### src/rtl/sd_req_sched.sv
// sd_req_sched: shares one SD engine between two requesters, with init/retry sequencing,
// round-robin grants and per-request done/error reporting.
module sd_req_sched #(
  parameter int AW           = 32,
  parameter int INIT_TIMEOUT = 2_000_000,
  parameter int INIT_RETRY   = 3,
  parameter int OP_TIMEOUT   = 1_000_000
) (
  input  logic          clk,
  input  logic          rst,
  input  logic          req0,
  input  logic          req1,
  input  logic          op0,
  input  logic          op1,
  input  logic [AW-1:0] addr0,
  input  logic [AW-1:0] addr1,
  output logic          gnt0,
  output logic          gnt1,
  output logic          done0,
  output logic          done1,
  output logic          err0,
  output logic          err1,
  input  logic          reinit,
  output logic          sd_init,
  input  logic          init_ok,
  output logic          eng_start,
  output logic          eng_op,
  output logic [AW-1:0] eng_addr,
  input  logic          eng_done,
  input  logic          eng_err,
  output logic          eng_abort,
  output logic          ready,
  output logic          init_fail
);
  localparam int TMAX = INIT_TIMEOUT > OP_TIMEOUT ? INIT_TIMEOUT : OP_TIMEOUT;
  localparam int TW = TMAX > 1 ? $clog2(TMAX) : 1;
  localparam int RW = $clog2(INIT_RETRY + 1);
  localparam logic [TW-1:0] INIT_LAST = TW'(INIT_TIMEOUT - 1);
  localparam logic [TW-1:0] OP_LAST = TW'(OP_TIMEOUT - 1);
  localparam logic [RW-1:0] RETRY_N = RW'(INIT_RETRY);
  typedef enum logic [2:0] {INIT, INIT_WAIT, IDLE, WAIT_OP, FAIL} state_t;
  state_t state_q;
  logic [TW-1:0] cnt_q;
  logic [RW-1:0] att_q, att_d;
  logic last_q, port_q, win1_d, sd_init_q, start_q, abort_q, op_q;
  logic [1:0] gnt_q, done_q, err_q;
  logic [AW-1:0] addr_q;
  // last_q = 1 means port 1 was granted last, so a tie goes to port 0
  assign win1_d = req1 & (~req0 | ~last_q);
  assign att_d = att_q + 1'b1;
  always_ff @(posedge clk) begin
    if (rst) begin
      state_q <= INIT;
      cnt_q <= '0;
      att_q <= '0;
      last_q <= 1'b1;
      port_q <= 1'b0;
      gnt_q <= '0;
      done_q <= '0;
      err_q <= '0;
      sd_init_q <= 1'b0;
      start_q <= 1'b0;
      abort_q <= 1'b0;
      op_q <= 1'b0;
      addr_q <= '0;
    end else begin
      gnt_q <= '0;
      done_q <= '0;
      err_q <= '0;
      sd_init_q <= 1'b0;
      start_q <= 1'b0;
      abort_q <= 1'b0;
      case (state_q)
        INIT: begin
          sd_init_q <= 1'b1;
          cnt_q <= '0;
          state_q <= INIT_WAIT;
        end
        INIT_WAIT:
          if (init_ok) begin
            att_q <= '0;
            state_q <= IDLE;
          end else if (cnt_q == INIT_LAST) begin
            att_q <= att_d;
            state_q <= att_d < RETRY_N ? INIT : FAIL;
          end else cnt_q <= cnt_q + 1'b1;
        IDLE:
          if (reinit) begin
            att_q <= '0;
            state_q <= INIT;
          end else if (req0 | req1) begin
            gnt_q <= win1_d ? 2'b10 : 2'b01;
            start_q <= 1'b1;
            op_q <= win1_d ? op1 : op0;
            addr_q <= win1_d ? addr1 : addr0;
            last_q <= win1_d;
            port_q <= win1_d;
            cnt_q <= '0;
            state_q <= WAIT_OP;
          end
        WAIT_OP:
          // a completion on the final timeout cycle still counts as a normal completion
          if (eng_done || cnt_q == OP_LAST) begin
            done_q <= port_q ? 2'b10 : 2'b01;
            err_q <= (~eng_done | eng_err) ? (port_q ? 2'b10 : 2'b01) : 2'b00;
            abort_q <= ~eng_done;
            state_q <= IDLE;
          end else cnt_q <= cnt_q + 1'b1;
        FAIL:
          if (reinit) begin
            att_q <= '0;
            state_q <= INIT;
          end
        default: state_q <= INIT;
      endcase
    end
  end
  assign {gnt1, gnt0} = gnt_q;
  assign {done1, done0} = done_q;
  assign {err1, err0} = err_q;
  assign sd_init = sd_init_q;
  assign eng_start = start_q;
  assign eng_op = op_q;
  assign eng_addr = addr_q;
  assign eng_abort = abort_q;
  assign ready = (state_q == IDLE) | (state_q == WAIT_OP);
  assign init_fail = state_q == FAIL;
endmodule

### config.mk
export PLATFORM = sky130hd
export DESIGN_NAME = sd_req_sched
export DESIGN_NICKNAME = d
export VERILOG_FILES = /design/src/rtl/sd_req_sched.sv
export SDC_FILE = /design/constraint.sdc
export NUM_CORES = 1
export LEC_CHECK = 0
export BUFFER_PORTS_ARGS = -buffer_cell sky130_fd_sc_hd__clkbuf_2
export CAP_MARGIN = 5
export CORE_MARGIN = 3
export CORE_UTILIZATION = 52
export CTS_BUF_LIST = sky130_fd_sc_hd__clkbuf_8
export DETAILED_ROUTE_END_ITERATION = 7
export PLACE_DENSITY_LB_ADDON = 0.1
export SLEW_MARGIN = 20
export SYNTH_ARGS = -nofsm -noshare
export SYNTH_HDL_FRONTEND = slang
export SYNTH_SLANG_ARGS = --single-unit
### constraint.sdc
create_clock -name clk -period 2.8 [get_ports clk]
set_clock_uncertainty 0.2 [all_clocks]
set_input_delay 0.56 -clock clk [delete_from_list [all_inputs] [get_ports clk]]
set_output_delay 0.56 -clock clk [all_outputs]
set_load 0.005 [all_outputs]
==> metrics.md <==
| Metric | Value |
|---|---|
| Status | `completed` |
| Ports | `~120` |
| Slowest CP cell | `or4_1` |
| Yosys warns | `0` |
| Top FF cell, synth | `dfxtp_1` |
| Number of global-route vias before repair | `about 3200` |
| Final Util | `between 60% and 70%` |
| GRT Max-Usage Layer | `met2` |
| Hold slack | `235 ps` |
| FFs w/ async S/R, synth | `0%` |
| Final Critical Period | `between 2000 and 2500 ps` |
| Area Overhead vs Synth | `24.6%` |
| Crit-path cells | `ha_1 > nand4_2 > or4_1 > o31a_1 > o31ai_1 > a21oi_1` |
| Data required time at the worst endpoint | `2820 ps` |
| Reg2reg setup slack | `about 300 ps` |
| Slew headroom | `between 60 and 70%` |
| 1st-iter DRT viols | `~210` |
| Final hold violations | `0` |
| N_diodes | `0` |
| Setup TNS | `0 ps` |
| Initial core utilization | `54.4%` |
| Syn avg cell area | `around 8.6 µm²` |
| Period utilization | `between 80% and 90%` |
| Die Wd | `88.2 µm` |
| Most frequent cells in the layout | `117 x clkbuf_2, 70 x dfxtp_1, 56 x nor2_1` |
| CP max FO | `8` |
| HP Class | `input pin to flop` |
| Net Switching | `561 µW` |
| Clock H-tree levels | `3` |
| GPL Wtd Cong | `a little over 0.9` |
| Post-CTS setup buffer count | `0` |
| Remaining DRCs | `0` |
| RSZ-0062 raised after global routing | `no` |
| Reg2Reg Depth | `6` |
| Mapped Area | `approximately 0.0035 mm²` |
| Post-synth EDFFs | `0` |
| Clock Path Buffers | `2` |
| Layout cells sized above 1 | `between 30% and 40%` |
| #FFs+latches synth | `70` |
| Post-Syn Nets | `between 400 and 500` |
| CTS Hold Bufs | `0` |
| Met1 Use GR | `between 30% and 40%` |
| 1st-pass router iterations | `4` |
| Switching Fraction | `about a quarter` |
| WP depth | `6` |
| Synth cell types | `51` |
| Critical path's top delay family | `simple AND/OR/NAND/NOR gates` |
| Critical Path AT | `2520 ps` |
| Logic pwr share | `between 10% and 20%` |
| Crit path kind | `flop to flop` |
| P_int | `1590 µW` |
| Power Density | `just under 500 mW/mm²` |
| Met3 Use GR | `4.99%` |
| Element type at the critical path end | `flop` |
| Clock Tree Root | `clkbuf_8` |
| Total clock buffers created by CTS | `9` |
| Grt ovf | `0` |
| Largest area contributor in the netlist | `dfxtp_1` |
| FP Rows | `29` |
| First-pass GRT wire length | `14.6 mm` |
| Sequential-to-total area share from yosys stat | `39.9%` |
| Share of the synthesized area in the top cell type | `39.9%` |
| Clock Power Share | `about 40%` |
| Largest net degree at the start of global routing | `55` |
| Max rail drop VDD | `between 0.2 and 0.3 mV` |
| Max Cap Viol | `0` |
| # port buffers | `117` |
| Max incr delay on CP | `720 ps` |
| Endpoints failing setup | `0` |
| Core Region | `0.00646 mm²` |
| CP bufs+invs | `0` |
| Dpl hpwl | `between 6 and 7 mm` |
| WL/cell | `around 15 µm` |
| Worst setup SP type | `flop` |
| Max Slew Vio Count | `0` |
| Vias/cell | `about 5.7` |
| TritonCTS clock tree | `yes` |
| Initial antenna violation count | `0` |
| Die ar. | `0.00778 mm²` |
| Tot GR Track Use | `between 20% and 30%` |
| Most common cell after layout, fill and taps aside | `clkbuf_2` |
| Met2 Track Usage GR | `a little under two fifths` |
| Clock slew at the register clock pins of the worst setup and hold paths | `~80 ps` |
| Mapped Cells | `just over 400` |
| Ranking of synthesized cells by area | `dfxtp_1 40%, mux2i_1 9.4%, a211oi_1 8.1%` |
| Clock network latency to the later pin of the worst-skew pair | `340 ps` |
| Via count | `about 3400` |
| Hold path cells | `2` |
| FILL cells | `553` |
| Remaining antenna violation count | `0` |
| Flop pwr share | `48.2%` |
| Post-layout nets | `between 500 and 600` |
| CTS resizes | `0` |
| Total Routed Length | `just under 9 mm` |
| Static leakage | `~0.0018 µW` |
| Worst slew pin tran | `about 560 ps` |
| CTS sink cnt | `70` |
| Die height | `approximately 88 µm` |
| Fmax | `400 MHz` |
[state kept, by name, summed over array words and instances, names as in the netlist]
register and cells:
eng_abort 1, att_q 2, state_q 3, port_q 1, eng_start 1, sd_init 1
eng_op 1, err_q 2, eng_addr 32, done_q 2, cnt_q 21, last_q 1
gnt_q 2
[cells by family (layout without fill, tap and decap cells)]
| family | Yosys count | in the layout | synth area share [%] |
|---|---|---|---|
| and+or+nand+nor | 134 | 134 | 20.0 |
| muxes | 36 | 36 | 10.4 |
| buffers and inverters | 45 | 160 | 6.02 |
| DFF | 70 | 70 | 39.9 |
| adders and majority gates | 2 | 2 | 0.712 |
| AOI/OAI and AO/OA | 122 | 122 | 23.0 |
[final cells by class]
cell class / instances / area, µm² / area share [%]
clock buffer: 10 / 138 / 3.14
clock inverter: 6 / 68.8 / 1.57
inverter: 11 / 41.3 / 0.943
multi-input combinational: 294 / 1910 / 43.7
sequential: 70 / 1400 / 32.0
tap: 77 / 96.3 / 2.20
timing repair buffer: 133 / 718 / 16.4
[synthesized netlist by cell type (all sizes together) (3+ instances only)]
library cell / number
nand3: 7
mux2: 3
nor2: 56
o21ai: 23
a211oi: 38
nor3: 16
o31ai: 15
a21oi: 28
nand2b: 6
dfxtp: 70
and2: 4
nand4: 5
nor4: 9
buf: 16
clkbuf: 18
mux2i: 33
nor2b: 4
o21a: 4
nand2: 8
or4: 3
inv: 11
or3: 5
[final timing paths]
| kind | from | to |
|---|---|---|
| setup / recovery | cnt_q[0] | cnt_q[20] |
| hold / removal | eng_done | eng_abort |
| setup reg to reg | cnt_q[0] | cnt_q[20] |
| hold reg to reg | port_q | done_q[0] |
[worst register-to-register path, delay by kind of cell, from the launching register on]
family	cells	cell delay, ps
adder cells (fa/ha/maj)	1	240
flip-flops	1	410
AND/OR/NAND/NOR	2	960
AO/OA/AOI/OAI	3	580
[per-stage QoR]
| stage | cells | setup slack [ps] | instance area [µm²] | power [µW] |
|---|---|---|---|---|
| 5_1_grt | 601 | 123 | 4380 | 2240 |
| 4_1_cts | 601 | 319 | 4380 | 2160 |
| 2_1_floorplan | 409 | 506 | 3510 | 1220 |
| 3_5_place_dp | 585 | 335 | 4170 | 1340 |
| 3_3_place_gp | 585 | 384 | 4170 | 1330 |
| 6_report | 601 | 302 | 4380 | 2150 |
[power by group through the flow]
stage,combinational [µW],sequential (µW),clock [µW]
2_1_floorplan,159,1060,0
3_3_place_gp,271,1060,0
3_5_place_dp,276,1060,0
4_1_cts,277,1040,850
5_1_grt,308,1040,896
6_report,275,1040,840
[metal layers]
metal	wire, µm	share of wire (%)
met5	0	0
met4	140	1.6
met3	578	6.6
met2	4100	47
met1	3920	45
No activity file was read; power rests on OpenSTA's default activity.
